File: src/rtl/fetch_queue.sv
// Instruction-fetch stage: pipelined memory requests feeding a DEPTH-entry in-order
// queue of {pc, ir} pairs for decode, with branch flush and stale-response dropping.
module fetch_queue #(
    parameter int unsigned IW       = 32,
    parameter int unsigned PC_W     = 30,
    parameter int unsigned DEPTH    = 4,
    parameter int unsigned PC_INC   = 4,
    parameter int unsigned RESET_PC = 0
) (
    input  logic            clk,
    input  logic            rst_n,
    output logic            req_valid,
    input  logic            req_ready,
    output logic [PC_W-1:0] req_addr,
    input  logic            rsp_valid,
    input  logic [IW-1:0]   rsp_data,
    output logic            out_valid,
    input  logic            out_ready,
    output logic [PC_W-1:0] out_pc,
    output logic [IW-1:0]   out_ir,
    input  logic            br_valid,
    input  logic [PC_W-1:0] br_addr
);

    localparam int unsigned AW = (DEPTH > 1) ? $clog2(DEPTH) : 1;
    localparam int unsigned PW = AW + 1;
    localparam int unsigned CW = AW + 2;

    // Three pointers with a wrap bit carve the ring into FILLED [rd,fill) and PENDING [fill,wr).
    logic [PC_W-1:0] fetch_pc;
    logic [PW-1:0]   wr_ptr;
    logic [PW-1:0]   fill_ptr;
    logic [PW-1:0]   rd_ptr;
    logic [PW-1:0]   drop_cnt;
    logic [PC_W-1:0] pc_mem [DEPTH];
    logic [IW-1:0]   ir_mem [DEPTH];

    logic [PW-1:0] alloc_cnt;
    logic [PW-1:0] pend_cnt;
    logic [PW-1:0] fill_cnt;
    logic [CW-1:0] busy_cnt;
    logic [PW-1:0] drop_on_br;
    logic [AW-1:0] wr_idx;
    logic [AW-1:0] fill_idx;
    logic [AW-1:0] rd_idx;
    logic          req_fire;
    logic          rsp_take;
    logic          rsp_drop;
    logic          pop_fire;

    assign alloc_cnt = wr_ptr - rd_ptr;
    assign pend_cnt  = wr_ptr - fill_ptr;
    assign fill_cnt  = fill_ptr - rd_ptr;
    assign busy_cnt  = CW'(alloc_cnt) + CW'(drop_cnt);
    assign wr_idx    = wr_ptr[AW-1:0];
    assign fill_idx  = fill_ptr[AW-1:0];
    assign rd_idx    = rd_ptr[AW-1:0];

    // Outstanding memory responses are gated so entries plus in-flight drops never exceed DEPTH.
    assign req_valid = rst_n && !br_valid && (busy_cnt < CW'(DEPTH));
    assign req_addr  = fetch_pc;
    assign req_fire  = req_valid && req_ready;

    assign rsp_drop  = rsp_valid && !br_valid && (drop_cnt != '0);
    assign rsp_take  = rsp_valid && !br_valid && (drop_cnt == '0) && (pend_cnt != '0);

    assign out_valid = (fill_cnt != '0);
    assign out_pc    = out_valid ? pc_mem[rd_idx] : '0;
    assign out_ir    = out_valid ? ir_mem[rd_idx] : '0;
    assign pop_fire  = out_valid && out_ready && !br_valid;

    // Every request still in flight at a redirect becomes a response to throw away.
    assign drop_on_br = PW'(CW'(drop_cnt) + CW'(pend_cnt) - CW'(rsp_valid));

    always_ff @(posedge clk or negedge rst_n) begin
        if (!rst_n) begin
            fetch_pc <= PC_W'(RESET_PC);
            wr_ptr   <= '0;
            fill_ptr <= '0;
            rd_ptr   <= '0;
            drop_cnt <= '0;
        end else if (br_valid) begin
            fetch_pc <= br_addr;
            wr_ptr   <= '0;
            fill_ptr <= '0;
            rd_ptr   <= '0;
            drop_cnt <= drop_on_br;
        end else begin
            if (req_fire) begin
                fetch_pc <= fetch_pc + PC_W'(PC_INC);
                wr_ptr   <= wr_ptr + PW'(1);
            end
            if (rsp_take) begin
                fill_ptr <= fill_ptr + PW'(1);
            end
            if (rsp_drop) begin
                drop_cnt <= drop_cnt - PW'(1);
            end
            if (pop_fire) begin
                rd_ptr <= rd_ptr + PW'(1);
            end
        end
    end

    // Payload storage needs no reset: reads are masked by out_valid.
    always_ff @(posedge clk) begin
        if (req_fire) begin
            pc_mem[wr_idx] <= fetch_pc;
        end
        if (rsp_take) begin
            ir_mem[fill_idx] <= rsp_data;
        end
    end

    property p_rsp_expected;
        @(posedge clk) disable iff (!rst_n)
            rsp_valid |-> ((drop_cnt != '0) || (pend_cnt != '0));
    endproperty
    a_rsp_expected: assert property (p_rsp_expected);

    property p_busy_bound;
        @(posedge clk) disable iff (!rst_n)
            busy_cnt <= CW'(DEPTH);
    endproperty
    a_busy_bound: assert property (p_busy_bound);

endmodule

File: config.mk
export PLATFORM = sky130hd
export DESIGN_NAME = fetch_queue
export DESIGN_NICKNAME = d
export VERILOG_FILES = /design/src/rtl/fetch_queue.sv
export SDC_FILE = /design/constraint.sdc
export NUM_CORES = 1
export LEC_CHECK = 0
export BUFFER_PORTS_ARGS = -buffer_cell sky130_fd_sc_hd__buf_4
export CAP_MARGIN = 5
export CELL_PAD_IN_SITES_DETAIL_PLACEMENT = 2
export CELL_PAD_IN_SITES_GLOBAL_PLACEMENT = 2
export CORE_MARGIN = 2
export CORE_UTILIZATION = 36
export DETAILED_ROUTE_END_ITERATION = 8
export PLACE_DENSITY_LB_ADDON = 0.1
export SLEW_MARGIN = 10
export SYNTH_ARGS = -nofsm -noshare
export SYNTH_HDL_FRONTEND = slang
export SYNTH_SLANG_ARGS = --single-unit
File: constraint.sdc
create_clock -name clk -period 9.3 [get_ports clk]
set_input_delay 1.395 -clock clk [delete_from_list [all_inputs] [get_ports clk]]
set_output_delay 1.395 -clock clk [all_outputs]
set_load 0.03 [all_outputs]
==> flow_summary.yaml <==
synth:
  synth_ff_type: "edfxtp_1"
  post_synth_inst_count: 698
  async_flop_share_pct: 14.5
  number_of_flops_mapped_to_enable_cells_by_yosys: 248
  yosysSeqAreaShare_pct: 69.8
  synthesis.area_per_instance_sq_um: 17.5
  ys.warnings.count: 0
  post_synth_num_cell_types: 57
  netlist_area_sq_um: 12200
  synth.ff_latch_count: 290
  syn-num-nets: 790
cells_and_area:
  drive_above_1_share_pct: 33.7
  area_delta_synth_final_pct: 22.1
  antennaDiodeCount: 0
  postLayoutCellArea_sq_um: 14900
  layout.cells.most_common: "edfxtp_1"
  most-common-layout-cells: "248 x edfxtp_1, 168 x buf_4, 66 x and2_1"
  nNetsFinal: 960
route:
  drt-vias-per-instance: 5.19
  total_routed_wirelength_um: 31600
  drtIter0Drc: 361
  vias: 6950
  drt_first_pass_iters: 4
  routedWlPerCell_um: 23.6
  postRouteAntennaNets: 0
  detail_route.drc_violations: 0
worst_setup_path:
  cp.required_ns: 7.91
  worst-path-buf-inv: 2
  critPathSlowestCell: "dfrtp_4"
  startpoint_type: "flip-flop"
  crit_path_cell_trace: "inv_1, fa_1, xor2_1, xnor2_1, ha_1, nor4b_2, and3_1, buf_4"
  crit_path_arrival_time_ns: 3.72
  cpLargestDelayFamily: "flip-flops"
  crit_type: "flip-flop to primary output"
  top_fanout_value_on_the_critical_path: 64
  end_kind: "primary output"
  slowest_delay_ns: 1.14
sta:
  finalMaxSlewViolations: 0
  hold_viol: 0
  maxClockFrequency_ghz: 0.195
  final.period_utilization_pct: 55.0
  tightestPinTransition_ns: 1.07
  setup-tns-final_ns: 0
  worst_slew_margin_rel_pct: 28.4
  clock-skew-final_ns: 0.0158
  grt_setup_unrepaired: "no"
  final_period_minus_worst_setup_slack_ns: 5.12
  setup_viol_count_final: 0
floorplan:
  die_area_sq_um: 35300
  die_h_um: 188
  start_util_pct: 36.4
  design.portCount: 162
  die-width_um: 188
  core_ar_sq_um: 33400
  rows: 67
clock_network:
  number_of_instances_resized_during_post_cts_repair: 0
  tritoncts.num_buffers: 34
  postCtsHoldBufs: 0
  clock-root-buffer: "clkbuf_16"
  cts-root-to-sink-buffers: 3
  cts_num_sinks: 290
  cts_setup_buffers: 0
  clk_pin_slew_worst_paths_ns: 0.05
  tritoncts_clock_tree: "built"
  htreeDepth: 2
  worstSkewPairLatency_ns: 0.51
placed_design:
  port-buffer-count: 161
  place.gp.congestion: 0.767
  hpwl_um: 20300
  area_after_dpl_sq_um: 13900
power:
  p_clk_share_pct: 30.7
  swShare_pct: 32.4
  leakage_dissipation_nw: 5.27
  p_switching_mw: 1.28
  p_per_area_nw_per_um2: 265
  seqPwrFrac_pct: 40.0
  maximum_vdd_ir_drop_uv: 165
  report.power.total_mw: 3.94
  power.combinational.fraction_pct: 29.3
  cellInternalPower_mw: 2.66
grt:
  gr-usage-all-layers_pct: 18.2
  grt_antenna_before_repair: 0
  grt_start_max_net_pins: 65
  grt_overflow_total: 0
  vias_in_the_first_global_route: 7976
  grt_first_pass_wirelength_um: 48700
worst_hold_path:
  min-delay-path-class: "flip-flop to flip-flop"
job:
  maxCapViolations: 0
run_status:
  outcome: "complete, no violations"
[metrics by stage]
step / setup slack [ns] / cells / util [%] / hold WS [ns]
4_1_cts: 4.15 / 1340 / 44.5 / 0.562
5_1_grt: 3.93 / 1340 / 44.5 / 0.600
3_3_place_gp: 4.59 / 1280 / 41.5 / 0.544
2_1_floorplan: 5.19 / 698 / - / 0.481
6_report: 4.18 / 1340 / 44.5 / 0.561
3_5_place_dp: 4.47 / 1280 / 41.5 / 0.550
[path summary, 6_finish.rpt]
check	to	start	depth (start not counted)	slack [ns]
max in group asynchronous	rd_ptr[0]	rst_n	1	7.88
min in group asynchronous	req_addr[4]	rst_n	1	0.93
worst min-delay path	drop_cnt[2]	drop_cnt[2]	1	0.56
worst max register to register	pc_mem[0][10]	rd_ptr[1]	9	4.45
worst max-delay path	req_valid	rd_ptr[1]	8	4.18
worst min register to register	drop_cnt[2]	drop_cnt[2]	1	0.56
[state kept, by name, summed over array words and instances, names as in the netlist]
| name | count |
|---|---|
| req_addr | 30 |
| pc_mem | 120 |
| drop_cnt | 3 |
| ir_mem | 128 |
| fill_ptr | 3 |
| wr_ptr | 3 |
| rd_ptr | 3 |
[layout make-up]
class | instances | area [sq um]
clock buffer | 46 | 937
clock inverter | 14 | 72.6
multi-input combinational | 356 | 3470
timing repair buffer | 168 | 1260
tap | 448 | 561
sequential | 290 | 8510
inverter | 18 | 67.6
fill | 3139 | 18600
[Yosys cell counts (2+ instances only)]
library cell	instances	area, sq um
nand3b_1	2	15.0
nor4_1	2	12.5
mux2i_1	2	20.0
xnor2_1	11	96.3
o311ai_1	2	17.5
a21oi_1	7	35.0
clkbuf_1	19	71.3
nor3_1	4	20.0
nor2_4	2	22.5
inv_1	18	67.6
a31oi_1	2	12.5
a22oi_1	3	22.5
nand4_1	12	75.1
and2_1	71	444
or3_1	2	12.5
fa_1	3	60.1
and3_1	5	31.3
o311ai_0	6	52.6
o211ai_1	5	37.5
xor2_1	4	35.0
mux4_2	62	1400
nor2_1	16	60.1
nand2_1	35	131
ha_1	21	263
a31o_2	2	17.5
mux2_2	4	45.0
nand4_2	2	25.0
buf_2	11	55.1
a21o_1	3	22.5
nand3_1	18	90.1
edfxtp_1	248	7450
a221o_1	5	50.1
o21ai_0	17	85.1
nand2b_1	2	12.5
nor2b_1	4	25.0
dfrtp_1	42	1050
o31ai_1	4	30.0
[layer usage]
layer  GRT usage, %  vias up  part of all wire (%)
met5              0        -                     0
met3           2.55       40                   3.6
met1           23.9     3681                    43
met4           5.21        0                   1.9
li1               -     3075                     -
met2           31.6      154                    51
[logic make-up (layout without fill, tap and decap cells)]
group	count (synthesis)	after routing	share of synthesized area, %
xor gates and xnor gates	16	16	1.27
buffers and inverters	52	246	1.82
DFF	290	290	69.8
adders and majority gates	24	24	2.65
muxes	69	69	12.1
AOI/OAI and AO/OA	58	58	3.38
and+or+nand+nor	189	189	9.01
[power groups by stage]
stage                     logic (mW)  registers [mW]  clock network (mW)
after floorplan                0.760            1.58                   0
after global placement          1.16            1.60                   0
after detailed placement        1.18            1.61                   0
after CTS                       1.19            1.58                1.25
after global routing            1.25            1.59                1.29
final                           1.16            1.58                1.21
Power figures use the tool's default switching activity.
